## config.mk

```make
export PLATFORM = sky130hd
export DESIGN_NAME = mem_access_unit
export DESIGN_NICKNAME = d
export VERILOG_FILES = /design/src/rtl/mem_access_unit.sv
export SDC_FILE = /design/constraint.sdc
export NUM_CORES = 1
export LEC_CHECK = 0
export ABC_AREA = 0
export BUFFER_PORTS_ARGS = -buffer_cell sky130_fd_sc_hd__buf_2
export CORE_MARGIN = 2
export CORE_UTILIZATION = 48
export DETAILED_ROUTE_END_ITERATION = 12
export PLACE_DENSITY = 0.8
export SYNTH_ARGS = -nofsm -noshare
export SYNTH_HDL_FRONTEND = slang
export SYNTH_SLANG_ARGS = --single-unit
```

## constraint.sdc

```tcl
create_clock -name clk -period 2.65 [get_ports clk]
set_input_delay 0.6625 -clock clk [delete_from_list [all_inputs] [get_ports clk]]
set_output_delay 0.6625 -clock clk [all_outputs]
set_load 0.03 [all_outputs]
```

## src/rtl/mem_access_unit.sv

```systemverilog
// mem_access_unit: load/store unit between the execute stage and a simple
// req/ack memory port. It handles sub-word loads (sign/zero extension),
// sub-word stores (read-modify-write), ALU result pass-through, and the
// register write-back.
// Optional build macro MISALIGN_TRAP_EN adds misalign_o. With the macro,
// misaligned half/word accesses trap. Without it, they are aligned down.

`ifndef DATA_TYPE_BUS
`define DATA_TYPE_BUS 2:0
`endif
`ifndef DATATYPE_BYTE
`define DATATYPE_BYTE 3'd0
`endif
`ifndef DATATYPE_HALF
`define DATATYPE_HALF 3'd1
`endif
`ifndef DATATYPE_WORD
`define DATATYPE_WORD 3'd2
`endif
`ifndef DATATYPE_UBYTE
`define DATATYPE_UBYTE 3'd3
`endif
`ifndef DATATYPE_UHALF
`define DATATYPE_UHALF 3'd4
`endif
`ifndef REG_ADDR_BUS
`define REG_ADDR_BUS 4:0
`endif

module mem_access_unit #(
    parameter int unsigned DATA_W = 32,
    parameter int unsigned ADDR_W = 32,
    localparam int unsigned LANE_W = $clog2(DATA_W / 8)
) (
    input  logic                  clk,
    input  logic                  rst,
    input  logic                  valid_i,
    output logic                  ready_o,
    input  logic                  ld_i,
    input  logic                  st_i,
    input  logic [ADDR_W-1:0]     addr_i,
    input  logic [DATA_W-1:0]     wdata_i,
    input  logic [`DATA_TYPE_BUS] data_type_i,
    input  logic [`REG_ADDR_BUS]  w_reg_addr_i,
    input  logic                  ex_w_reg_enable_i,
    input  logic [DATA_W-1:0]     ex_w_reg_data_i,
    output logic                  mem_req_o,
    output logic                  mem_we_o,
    output logic [ADDR_W-1:0]     mem_addr_o,
    output logic [DATA_W-1:0]     mem_wdata_o,
    input  logic                  mem_ack_i,
    input  logic [DATA_W-1:0]     mem_rdata_i,
    output logic                  w_reg_enable_o,
    output logic [`REG_ADDR_BUS]  w_reg_addr_o,
    output logic [DATA_W-1:0]     w_reg_data_o,
    output logic                  busy_o
`ifdef MISALIGN_TRAP_EN
    ,
    output logic                  misalign_o
`endif
);

    typedef enum logic [1:0] {IDLE, RD, WR, WB} state_t;

    state_t                 state_q, state_d;
    logic [LANE_W-1:0]      off_q, off_d;
    logic [DATA_W-1:0]      wdata_q, wdata_d;
    logic [`DATA_TYPE_BUS]  type_q, type_d;
    logic [`REG_ADDR_BUS]   rd_q, rd_d;
    logic                   st_q, st_d;

    logic                   req_d, we_d, wen_d;
    logic [ADDR_W-1:0]      maddr_d;
    logic [DATA_W-1:0]      mwdata_d, wdat_d;
    logic [`REG_ADDR_BUS]   wrd_d;
`ifdef MISALIGN_TRAP_EN
    logic                   mis_d;
`endif

    // Byte, ubyte, half and uhalf are the sub-word types. Any other code is treated as a full word.
    function automatic logic is_sub(input logic [`DATA_TYPE_BUS] t);
        case (t)
            `DATATYPE_BYTE, `DATATYPE_UBYTE,
            `DATATYPE_HALF, `DATATYPE_UHALF: is_sub = 1'b1;
            default:                         is_sub = 1'b0;
        endcase
    endfunction

    // Effective lane offset. Half accesses are aligned down to 2 bytes, and words to 0.
    function automatic logic [LANE_W-1:0] lane_off(input logic [LANE_W-1:0] a,
                                                   input logic [`DATA_TYPE_BUS] t);
        case (t)
            `DATATYPE_BYTE, `DATATYPE_UBYTE: lane_off = a;
            `DATATYPE_HALF, `DATATYPE_UHALF: lane_off = a & ~LANE_W'(1);
            default:                         lane_off = '0;
        endcase
    endfunction

`ifdef MISALIGN_TRAP_EN
    // An access is misaligned when it is not on its natural boundary.
    function automatic logic misaligned(input logic [LANE_W-1:0] a,
                                        input logic [`DATA_TYPE_BUS] t);
        case (t)
            `DATATYPE_BYTE, `DATATYPE_UBYTE: misaligned = 1'b0;
            `DATATYPE_HALF, `DATATYPE_UHALF: misaligned = a[0];
            default:                         misaligned = (a != '0);
        endcase
    endfunction
`endif

    // Select the addressed lane of a read word and extend it to DATA_W.
    function automatic logic [DATA_W-1:0] extract(input logic [DATA_W-1:0] w,
                                                  input logic [LANE_W-1:0] off,
                                                  input logic [`DATA_TYPE_BUS] t);
        logic [DATA_W-1:0] sh;
        sh = w >> {off, 3'b000};
        case (t)
            `DATATYPE_BYTE:  extract = {{(DATA_W-8){sh[7]}}, sh[7:0]};
            `DATATYPE_UBYTE: extract = {{(DATA_W-8){1'b0}}, sh[7:0]};
            `DATATYPE_HALF:  extract = {{(DATA_W-16){sh[15]}}, sh[15:0]};
            `DATATYPE_UHALF: extract = {{(DATA_W-16){1'b0}}, sh[15:0]};
            default:         extract = sh;
        endcase
    endfunction

    // Merge the low bits of the store data into the addressed lane of the old word.
    function automatic logic [DATA_W-1:0] merge(input logic [DATA_W-1:0] old,
                                                input logic [DATA_W-1:0] wd,
                                                input logic [LANE_W-1:0] off,
                                                input logic [`DATA_TYPE_BUS] t);
        logic [DATA_W-1:0] mask;
        case (t)
            `DATATYPE_BYTE, `DATATYPE_UBYTE: mask = DATA_W'(8'hFF) << {off, 3'b000};
            `DATATYPE_HALF, `DATATYPE_UHALF: mask = DATA_W'(16'hFFFF) << {off, 3'b000};
            default:                         mask = '1;
        endcase
        merge = (old & ~mask) | ((wd << {off, 3'b000}) & mask);
    endfunction

    assign ready_o = (state_q == IDLE) && !rst;
    assign busy_o  = !ready_o;

    // Next-state and next-output logic for the request/memory/write-back sequencing.
    always_comb begin
        state_d  = state_q;
        off_d    = off_q;
        wdata_d  = wdata_q;
        type_d   = type_q;
        rd_d     = rd_q;
        st_d     = st_q;
        req_d    = mem_req_o;
        we_d     = mem_we_o;
        maddr_d  = mem_addr_o;
        mwdata_d = mem_wdata_o;
        wen_d    = 1'b0;
        wrd_d    = w_reg_addr_o;
        wdat_d   = w_reg_data_o;
`ifdef MISALIGN_TRAP_EN
        mis_d    = 1'b0;
`endif
        case (state_q)
            IDLE: begin
                if (valid_i && ready_o) begin
                    off_d   = lane_off(addr_i[LANE_W-1:0], data_type_i);
                    wdata_d = wdata_i;
                    type_d  = data_type_i;
                    rd_d    = w_reg_addr_i;
                    st_d    = st_i && !ld_i;
                    if (!(ld_i || st_i)) begin
                        wen_d  = ex_w_reg_enable_i && (w_reg_addr_i != '0);
                        wrd_d  = w_reg_addr_i;
                        wdat_d = ex_w_reg_data_i;
                    end
`ifdef MISALIGN_TRAP_EN
                    else if (misaligned(addr_i[LANE_W-1:0], data_type_i)) begin
                        mis_d = 1'b1;
                    end
`endif
                    else begin
                        req_d   = 1'b1;
                        maddr_d = {addr_i[ADDR_W-1:LANE_W], LANE_W'(0)};
                        if (st_i && !ld_i && !is_sub(data_type_i)) begin
                            state_d  = WR;
                            we_d     = 1'b1;
                            mwdata_d = wdata_i;
                        end else begin
                            state_d = RD;
                            we_d    = 1'b0;
                        end
                    end
                end
            end
            RD: begin
                if (mem_ack_i) begin
                    if (st_q) begin
                        state_d  = WR;
                        we_d     = 1'b1;
                        mwdata_d = merge(mem_rdata_i, wdata_q, off_q, type_q);
                    end else begin
                        state_d = WB;
                        req_d   = 1'b0;
                        wen_d   = (rd_q != '0);
                        wrd_d   = rd_q;
                        wdat_d  = extract(mem_rdata_i, off_q, type_q);
                    end
                end
            end
            WR: begin
                if (mem_ack_i) begin
                    state_d = IDLE;
                    req_d   = 1'b0;
                    we_d    = 1'b0;
                end
            end
            WB: begin
                state_d = IDLE;
            end
            default: begin
                state_d = IDLE;
            end
        endcase
    end

    // State, latched request and registered outputs. Reset abandons any transaction.
    always_ff @(posedge clk) begin
        if (rst) begin
            state_q        <= IDLE;
            off_q          <= '0;
            wdata_q        <= '0;
            type_q         <= '0;
            rd_q           <= '0;
            st_q           <= 1'b0;
            mem_req_o      <= 1'b0;
            mem_we_o       <= 1'b0;
            mem_addr_o     <= '0;
            mem_wdata_o    <= '0;
            w_reg_enable_o <= 1'b0;
            w_reg_addr_o   <= '0;
            w_reg_data_o   <= '0;
`ifdef MISALIGN_TRAP_EN
            misalign_o     <= 1'b0;
`endif
        end else begin
            state_q        <= state_d;
            off_q          <= off_d;
            wdata_q        <= wdata_d;
            type_q         <= type_d;
            rd_q           <= rd_d;
            st_q           <= st_d;
            mem_req_o      <= req_d;
            mem_we_o       <= we_d;
            mem_addr_o     <= maddr_d;
            mem_wdata_o    <= mwdata_d;
            w_reg_enable_o <= wen_d;
            w_reg_addr_o   <= wrd_d;
            w_reg_data_o   <= wdat_d;
`ifdef MISALIGN_TRAP_EN
            misalign_o     <= mis_d;
`endif
        end
    end

endmodule

```

Word level (Yosys, flattened, before mapping):

Index checks and enable logic that the tools add are counted.

* latch bits: 0
* memories kept: 0
* input port bits: 143
* bits in writable memories: 0
* memory bits (read-only): 0
* bits in registers: 147
* output and inout port bits: 106

* reductions and logical operators: 29
* shift-type cells: 4
* add/subtract/negate cells: 0
* div/mod/pow operators: 0
* equality and inequality tests: 17
* $lt $le $gt $ge: 0
* bitwise gates (word level): 4
* $mul: 0
* mux-type cells: 50

Operators with widths (number)
* two-way mux 32 bit: 12
* one-hot mux 32 bit (2 select lines): 3
* one-hot mux 32 bit (4 select lines): 1
* AND 32 bit: 2
* inverter 32 bit: 1
* bitwise OR 32 bit: 1
* left shift 16 x 5 -> 32 bit, first input constant: 1
* left shift 32 x 5 -> 32 bit: 1
* left shift 8 x 5 -> 32 bit, first input constant: 1
* >> shifter 32 x 5 -> 32 bit: 1
* two-way mux 5 bit: 4
* two-way mux 1 bit: 19
* AND reduction 6 bit: 3
* two-way mux 2 bit: 5
* inequality test 2 bit, second input constant: 5
* one-hot mux 5 bit (2 select lines): 1
* nonzero test 5 bit: 2
* one-hot mux 2 bit (4 select lines): 1
* OR reduction 2 bit: 4
* == test 3 x 1 -> 1 bit, second input constant: 2
* == test 3 x 2 -> 1 bit, second input constant: 2
* == test 3 bit, second input constant: 2
* logical NOT 3 bit: 2
* inequality test 2 x 1 -> 1 bit, second input constant: 3
* 16 further kinds: 25

Longest topological paths before layout:

Gate-level depths: netlist of the first run.

* depth in word-level cells: 12
* gate-level depth with buffers: 10
* depth with buffers taken out: 7

Least setup slack after synthesis of the first run:

Ideal clock, no wire load.

* path kind: input -> output
* from: input rst
* to: output busy_o
* data required time: 1.987 ns
* data arrival time: 1.802 ns
* path slack: 0.186 ns
* path buffers: 2
* stages on the path: 4
* path through: buf_2 > buf_1 > nor2b_1 > inv_1

* longest elaborated chain between the ends: 3

Ends and longest elaborated chain
* start, declared: line 36 `input logic rst,`
* logical NOT 1 bit: line 140 `assign ready_o = (state_q == IDLE) && !rst;`
* logical AND 1 bit: line 140
* named net ready_o: line 38 `output logic ready_o,`
* logical NOT 1 bit: line 141 `assign busy_o = !ready_o;`
* end, declared: line 56 `output logic busy_o`

The timed path passes the listed nets, and every way through them passes these cells.

Final worst setup path of the first run:

* from: register state_q[0]
* to: output ready_o

* longest elaborated chain between the ends: 2

Ends and longest elaborated chain
* start, declared: line 65 `state_t state_q, state_d;`
* start signal, assigned: line 244 `state_q <= state_d;`
* logical NOT 2 bit: line 140
* logical AND 1 bit: line 140
* end, declared: line 38

Every way passes these cells.

==> results of run 1 <==
-- logic make-up (layout without fill, tap and decap cells) --
logic type / Yosys count / after routing / synth area share (%)
xor gates and xnor gates: 2 / 2 / 0.234
buffers and inverters: 95 / 312 / 5.49
AOI/OAI and AO/OA: 224 / 224 / 19.7
muxes: 71 / 71 / 9.86
adders and majority gates: 4 / 4 / 0.667
DFF: 147 / 147 / 39.2
and+or+nand+nor: 416 / 416 / 24.7
other: 1 / 2 / 0.0500
-- Yosys cell counts (3+ instances only) --
| master | n | area, um^2 |
|---|---|---|
| sky130_fd_sc_hd__a211oi_1 | 25 | 188 |
| sky130_fd_sc_hd__a21oi_1 | 72 | 360 |
| sky130_fd_sc_hd__a31oi_1 | 8 | 50.1 |
| sky130_fd_sc_hd__a32o_1 | 9 | 90.1 |
| sky130_fd_sc_hd__buf_1 | 10 | 37.5 |
| sky130_fd_sc_hd__buf_2 | 21 | 105 |
| sky130_fd_sc_hd__buf_4 | 3 | 22.5 |
| sky130_fd_sc_hd__clkbuf_1 | 50 | 188 |
| sky130_fd_sc_hd__dfxtp_1 | 147 | 2940 |
| sky130_fd_sc_hd__ha_1 | 4 | 50.1 |
| sky130_fd_sc_hd__inv_1 | 5 | 18.8 |
| sky130_fd_sc_hd__mux2_2 | 13 | 146 |
| sky130_fd_sc_hd__mux2i_1 | 57 | 571 |
| sky130_fd_sc_hd__nand2_1 | 202 | 758 |
| sky130_fd_sc_hd__nand2b_1 | 4 | 25.0 |
| sky130_fd_sc_hd__nand3_1 | 74 | 370 |
| sky130_fd_sc_hd__nand3b_1 | 4 | 30.0 |
| sky130_fd_sc_hd__nand4_1 | 9 | 56.3 |
| sky130_fd_sc_hd__nor2_1 | 79 | 297 |
| sky130_fd_sc_hd__nor2b_1 | 13 | 81.3 |
| sky130_fd_sc_hd__nor3_1 | 12 | 60.1 |
| sky130_fd_sc_hd__nor4b_1 | 8 | 70.1 |
| sky130_fd_sc_hd__o211ai_1 | 22 | 165 |
| sky130_fd_sc_hd__o21ai_0 | 30 | 150 |
| sky130_fd_sc_hd__o21ai_1 | 8 | 40.0 |
| sky130_fd_sc_hd__o311ai_0 | 8 | 70.1 |
| sky130_fd_sc_hd__o31ai_1 | 19 | 143 |
| sky130_fd_sc_hd__o41ai_1 | 7 | 61.3 |
| sky130_fd_sc_hd__or2_2 | 4 | 25.0 |
-- worst reg2reg max path: cells and delay by family, from the launching register on --
| family | cells | cell delay (ps) |
|---|---|---|
| flops | 1 | 570 |
| buf+inv | 1 | 310 |
| compound gates | 4 | 1390 |
| simple gates | 1 | 100 |
-- sequential cells by signal, summed over array words and instances (netlist names), 2 cells and up --
signal and count:
w_reg_addr_o 5, state_q 2, off_q 2, mem_wdata_o 32, rd_q 5, mem_addr_o 30
type_q 3, wdata_q 32, w_reg_data_o 32
-- layout make-up --
type	instances	share of cell area, %
flip-flops and latches	147	31.0
clock buffers	21	5.05
clock inverters	11	1.58
multi-input cells	719	43.9
well taps	211	2.78
inverters	7	0.276
repair buffers	273	15.5
-- placed cells by master, fill, tap and decap left out, drive strengths merged, types with 7 or more instances in the layout --
| cell type | instances |
|---|---|
| nor4b | 8 |
| o211ai | 24 |
| a21oi | 73 |
| nand4 | 9 |
| o311ai | 8 |
| mux2i | 57 |
| a32o | 9 |
| clkbuf | 21 |
| o31ai | 20 |
| mux2 | 13 |
| nor2b | 13 |
| nand2 | 202 |
| a211oi | 25 |
| a31oi | 8 |
| dfxtp | 147 |
| o41ai | 7 |
| nor2 | 79 |
| nand3 | 75 |
| o21ai | 38 |
| inv | 7 |
| buf | 273 |
| nor3 | 13 |
-- power by group --
| part | total (W) | internal [W] | leakage [nW] | switching (W) |
|---|---|---|---|---|
| clock network | 0.00256 | 0.00159 | 0.306 | 0.000973 |
| logic | 0.00396 | 0.00127 | 2.65 | 0.00268 |
| registers | 0.00306 | 0.00273 | 1.20 | 0.000334 |
-- how the worst max path moves through the flow --
stage,from,endpoint,depth (start not counted)
2_1_floorplan,rst,busy_o,4
3_3_place_gp,mem_rdata_i[23],w_reg_data_o[21]$_SDFFE_PP0P_,6
3_5_place_dp,mem_rdata_i[31],w_reg_data_o[31]$_SDFFE_PP0P_,6
4_1_cts,state_q[0]$_SDFFE_PP0P_,ready_o,5
5_1_grt,off_q[1]$_SDFFE_PP0P_,w_reg_data_o[18]$_SDFFE_PP0P_,6
6_report,state_q[0]$_SDFFE_PP0P_,ready_o,5
-- metal layers --
metal | GRT usage [%] | share of wire [%] | up-vias
met5 | 0 | 0.12 | -
met2 | 45.2 | 45 | 470
met4 | 11.0 | 3.3 | 4
li1 | - | - | 3814
met1 | 40.7 | 41 | 3728
met3 | 6.90 | 9.7 | 76
-- per-stage QoR --
| step | std cells | util [%] | power, W | area [um^2] |
|---|---|---|---|---|
| finish | 1389 | 62.3 | 0.00958 | 9510 |
| global route | 1389 | 62.3 | 0.0100 | 9510 |
| CTS | 1389 | 62.3 | 0.00954 | 9500 |
| detailed placement | 1357 | 58.2 | 0.00699 | 8870 |
| global placement | 1357 | 58.2 | 0.00692 | 8870 |
| floorplan | 961 | - | 0.00579 | 7500 |
==> results.rst, run 1 <==
.. list-table::
   :header-rows: 1

   * - Metric
     - Value
   * - Result of the run
     - finished, final reports clean
   * - Number of synthesized flops with an enable pin
     - 0
   * - Post-detailed-route wirelength per cell
     - 18.3 um
   * - Final worst path period need
     - 2560 ps
   * - Post-CTS setup buffer count
     - 0
   * - Worst hold slack across all endpoints
     - 435 ps
   * - Post-synthesis cell type count
     - 56
   * - Max Freq
     - 391 MHz
   * - Detailed-route via count
     - 8092
   * - Number of iterations in the first detailed-routing pass
     - 6
   * - List of cells traversed by the critical path
     - inv_1 -> ha_2 -> buf_4 -> nor2b_1 -> buf_2
   * - Power per cell area
     - 1010 nW/um^2
   * - Asr flop ratio synth
     - 0%
   * - Clock sink count
     - 147
   * - Clock tree from TritonCTS
     - yes
   * - Input/output buffers
     - 246
   * - Footprint of the multi-input gates
     - 4170 um^2
   * - R2R Path Start
     - off_q[1]$_SDFFE_PP0P_
   * - CTS root buf
     - sky130_fd_sc_hd__clkbuf_16
   * - Bufs and invs on worst path
     - 3
   * - Arrival time of data at the critical path endpoint
     - 1900 ps
   * - Number of diodes added for antenna fixing
     - 0
   * - Slack of the worst reg-to-reg path
     - 190 ps
   * - Worst-margin pin slew
     - 1210 ps
   * - Via count of the first global-routing pass
     - 7074
   * - Place WS
     - 136 ps
   * - Final clock period utilization by the worst path
     - 96.5%
   * - Post-layout worst setup margin
     - 91.8 ps
   * - Cell at the slowest stage of the critical path
     - sky130_fd_sc_hd__dfxtp_1
   * - Global-route wire length before repair
     - 38.2 mm
   * - Post-Route Setup TNS
     - 0 ps
   * - Max capacitance violation total
     - 0
   * - Initial core utilization
     - 49.1%
   * - Hold Crit Endpoint
     - wdata_q[13]$_SDFFE_PP0P_
   * - Tightest slew margin relative to the limit
     - 19.3%
   * - Most frequently used flop master after synthesis
     - sky130_fd_sc_hd__dfxtp_1
   * - Top cell family by delay on the critical path
     - buffers and inverters
   * - Delay of the slowest cell on the worst path
     - 350 ps
   * - Post-synthesis register bit count
     - 147
   * - Core area
     - between 15000 and 20000 um^2
   * - Signed area change from the synthesized netlist to the final layout
     - 26.8%
   * - Clock-pin slew reported for the worst setup and hold paths after clock tree synthesis
     - about 60 ps
   * - Final global-route overflow total
     - 0
   * - Overall Global Routing Usage
     - 29.5%
   * - Worst flop-to-flop path endpoint
     - w_reg_data_o[29]$_SDFFE_PP0P_
   * - Count of synthesis-stage warnings from yosys
     - 0
   * - Setup CP Type
     - reg -> out
   * - Type of origin of the critical path
     - flop
   * - H-tree levels
     - 4
   * - I/O pin count
     - approximately 250
   * - Final weighted congestion in routability-driven placement
     - 0.971
   * - Hold Vio Cnt, Final
     - 0
   * - Total of cells resized after clock tree synthesis
     - 0
   * - Number of design-rule violations left by the first detailed-router iteration
     - 962
   * - Maximum clock path buffer count
     - 2
   * - Count of final setup violators
     - 0
   * - Clock buffers created by TritonCTS
     - 17
   * - Clock insertion delay at the later pin of the skew report
     - 430 ps
   * - Kind of end point of the critical path
     - primary output
   * - Die Footprint
     - 16600 um^2
   * - Leakage
     - around 4.2 nW
   * - Final Net Count
     - between 1000 and 1500
   * - Setup repair after global routing missed its margin
     - no
   * - Largest clock skew in the final design
     - approximately 11 ps
   * - Storage element area
     - 2950 um^2
   * - Number of nets with antenna violations after detailed routing
     - 0
   * - Portion of the post-synthesis area used by sequential elements
     - 39.2%
   * - Quantity of hold-fixing buffers added after cts
     - 0
   * - Synthesized area
     - 7500 um^2
   * - Mapped Avg Cell Area
     - 7.81 um^2
   * - Largest fanout of any net on the critical path
     - 8
   * - Largest net degree at the start of global routing
     - 48
   * - Initial antenna violation count
     - 2
   * - Worst Reg-to-Reg Cells
     - 6
   * - Std-Cell Rows
     - 45
   * - Layout filler cell count
     - 1397
   * - Mapped Cells
     - 960
   * - Maximum VDD drop
     - 0.697 mV
   * - Average via count per standard cell
     - 5.83
   * - Number of cells traversed by the worst hold path
     - 3
   * - Class of the tightest hold or removal check
     - in -> reg
   * - Data required time of the critical path
     - 1990 ps
   * - Routed wire length
     - 25.4 mm
   * - Remaining routing DRC violations
     - 0
   * - Fraction of layout instances using a drive strength above 1
     - between 20 and 30%
   * - Final Max Slew Viols
     - 0
   * - Worst min-delay path startpoint
     - wdata_i[13]
   * - Post-detailed-placement half-perimeter wirelength
     - around 18 mm
   * - Horizontal extent of the die
     - between 100 and 150 um
   * - Vertical die dimension
     - 129 um
Note: power is estimated with default switching activity, not from simulation.
==> inputs of run 2 (changes only) <==
PLACE_DENSITY = 0.77   (was 0.8)
REMOVE_ABC_BUFFERS = 1   (was not set)
==> results.rst, run 2 (same netlist as run 1, synthesis figures left out) <==
.. list-table::
   :header-rows: 1

   * - Metric
     - Value
   * - Post-Route Setup TNS
     - 0 ps (unchanged)
   * - Leakage
     - 4.18 nW (was 4.16 nW)
   * - Final global-route overflow total
     - 0 (unchanged)
   * - I/O pin count
     - 249 (unchanged)
   * - Number of iterations in the first detailed-routing pass
     - 9 (was 6)
   * - Clock-pin slew reported for the worst setup and hold paths after clock tree synthesis
     - 60 ps (about the same)
   * - Number of cells traversed by the worst hold path
     - 3 (unchanged)
   * - Count of final setup violators
     - 0 (unchanged)
   * - Finished Cell Area
     - 9510 um^2 (about the same)
   * - Leading cell type in the layout, fill and taps excluded
     - sky130_fd_sc_hd__buf_2 (unchanged)
   * - CTS root buf
     - sky130_fd_sc_hd__clkbuf_16 (unchanged)
   * - Remaining routing DRC violations
     - 0 (unchanged)
   * - Initial core utilization
     - 49.1% (unchanged)
   * - Class of the tightest hold or removal check
     - in -> reg (unchanged)
   * - Hold Vio Cnt, Final
     - 0 (unchanged)
   * - Setup CP Type
     - reg -> reg (was reg -> out)
   * - Type of origin of the critical path
     - flop (unchanged)
   * - Overall Global Routing Usage
     - 30.1% (was 29.5%)
   * - Data required time of the critical path
     - 2950 ps (was 1990 ps)
   * - Signed area change from the synthesized netlist to the final layout
     - 26.9% (was 26.8%)
   * - Largest net degree at the start of global routing
     - 63 (was 48)
   * - Final Net Count
     - 1316 (was 1312)
   * - Commonest non-fill, non-tap cells in the layout
     - 246 x sky130_fd_sc_hd__buf_2, 202 x sky130_fd_sc_hd__nand2_1, 145 x sky130_fd_sc_hd__dfxtp_1, 78 x sky130_fd_sc_hd__nor2_1, 74 x sky130_fd_sc_hd__nand3_1 (unchanged)
   * - Largest registers
     - mem_wdata_o x32, w_reg_data_o x32, wdata_q x32 (unchanged)
   * - Tightest slew margin relative to the limit
     - 25.6% (was 19.3%)
   * - Via count of the first global-routing pass
     - 7357 (was 7074)
   * - Post-detailed-placement half-perimeter wirelength
     - 17.9 mm (was 18.4 mm)
   * - Maximum clock path buffer count
     - 2 (unchanged)
   * - Setup repair after global routing missed its margin
     - no (unchanged)
   * - Routed wire length
     - 25.7 mm (was 25.4 mm)
   * - Initial antenna violation count
     - 1 (was 2)
   * - Highest metal used
     - met4 (was met5)
   * - Input/output buffers
     - 246 (unchanged)
   * - Core area
     - 15300 um^2 (unchanged)
   * - Horizontal extent of the die
     - 129 um (unchanged)
   * - Result of the run
     - finished, final reports clean (unchanged)
   * - Final weighted congestion in routability-driven placement
     - 0.867 (was 0.971)
   * - Global-route wire length before repair
     - 38.8 mm (was 38.2 mm)
   * - Worst Reg-to-Reg Cells
     - 5 (was 6)
   * - Max Freq
     - 413 MHz (was 391 MHz)
   * - Average via count per standard cell
     - 5.82 (was 5.83)
   * - Total of cells resized after clock tree synthesis
     - 0 (unchanged)
   * - Kind of end point of the critical path
     - flop (was primary output)
   * - Fin util
     - 62.4% (was 62.3%)
   * - Final Max Slew Viols
     - 0 (unchanged)
   * - Post-CTS setup buffer count
     - 0 (unchanged)
   * - Met1 wire length
     - 10.3 mm (was 10.5 mm)
   * - Std-Cell Rows
     - 45 (unchanged)
   * - Final clock period utilization by the worst path
     - 91.3% (was 96.5%)
   * - Quantity of hold-fixing buffers added after cts
     - 0 (unchanged)
   * - Largest fanout of any net on the critical path
     - 16 (was 8)
   * - Power Total
     - 0.00965 W (was 0.00958 W)
   * - Number of design-rule violations left by the first detailed-router iteration
     - 821 (was 962)
   * - DR WL met3
     - 2.49 mm (was 2.47 mm)
   * - Max capacitance violation total
     - 0 (unchanged)
   * - Vertical die dimension
     - 129 um (unchanged)
   * - Number of nets with antenna violations after detailed routing
     - 0 (unchanged)
   * - H-tree levels
     - 4 (unchanged)
   * - Clock buffers created by TritonCTS
     - 17 (unchanged)
   * - Detailed-route via count
     - 8110 (was 8092)
   * - Fraction of layout instances using a drive strength above 1
     - 28.9% (was 28.6%)
   * - Maximum VDD drop
     - 0.573 mV (was 0.697 mV)
   * - Met2 wirelength from detailed routing
     - 12.0 mm (was 11.5 mm)
   * - Power per cell area
     - 1010 nW/um^2 (about the same)
   * - Worst-margin pin slew
     - 1110 ps (was 1210 ps)
   * - Final worst path period need
     - 2420 ps (was 2560 ps)
   * - Instance area after placement
     - 8880 um^2 (was 8870 um^2)
   * - Clock tree from TritonCTS
     - yes (unchanged)
   * - Clock insertion delay at the later pin of the skew report
     - 430 ps (about the same)
   * - Largest clock skew in the final design
     - 6.31 ps (was 11.2 ps)
   * - Die Footprint
     - 16600 um^2 (unchanged)
   * - Arrival time of data at the critical path endpoint
     - 2720 ps (was 1900 ps)
   * - Post-detailed-route wirelength per cell
     - 18.4 um (was 18.3 um)
   * - Clock sink count
     - 147 (unchanged)
[run 2: cell count changes in the layout (fill, tap and decap cells not counted), moves of 2 or more]
cell                       before  now
sky130_fd_sc_hd__buf_12         3    1
sky130_fd_sc_hd__buf_4         24   30
sky130_fd_sc_hd__clkinv_2       2    6
sky130_fd_sc_hd__clkinv_4       3    0
[run 2: worst paths after layout]
path / start / endpoint / slack (ps)
hold / removal: wdata_i[1] / wdata_q[1]$_SDFFE_PP0P_ / 430
setup reg to reg: type_q[0]$_SDFFE_PP0P_ / mem_wdata_o[25]$_SDFFE_PP0P_ / 230
setup / recovery: type_q[0]$_SDFFE_PP0P_ / mem_wdata_o[25]$_SDFFE_PP0P_ / 230
hold reg to reg: w_reg_data_o[19]$_SDFFE_PP0P_ / w_reg_data_o[19]$_SDFFE_PP0P_ / 450
[run 2: area by class of cell]
cell class | instances | area (um^2)
fill | 1385 | 5740
clock inverter | 11 | 158
tap | 211 | 264
multi-input combinational | 719 | 4180
timing repair buffer | 277 | 1480
inverter | 7 | 26.3
antenna | 1 | 2.50
sequential | 147 | 2950
clock buffer | 20 | 467
[run 2: critical path, stage by stage, from the launching register on]
cell and delay [ps]:
sky130_fd_sc_hd__dfxtp_1 710, sky130_fd_sc_hd__xor2_1 180, sky130_fd_sc_hd__nor3_2 410, sky130_fd_sc_hd__a211o_1 570, sky130_fd_sc_hd__mux2i_1 320, sky130_fd_sc_hd__o21ai_1 90
[run 2: through the flow]
stage	worst slack (ps)	hold WS [ps]	instances
2_1_floorplan	-1960	429	873
3_3_place_gp	217	435	1361
3_5_place_dp	126	437	1361
4_1_cts	149	423	1392
5_1_grt	94.5	435	1392
6_report	230	429	1393
[run 2: power by group]
part	switching (W)	internal, W
Clock	0.000928	0.00163
Sequential	0.000343	0.00273
Combinational	0.00274	0.00128
[run 2: metal layers]
| layer | vias to the layer above | GRT usage, % |
|---|---|---|
| met5 | - | 0 |
| met4 | 0 | 11.6 |
| met2 | 476 | 49.7 |
| li1 | 3826 | - |
| met3 | 65 | 6.94 |
| met1 | 3743 | 38.4 |
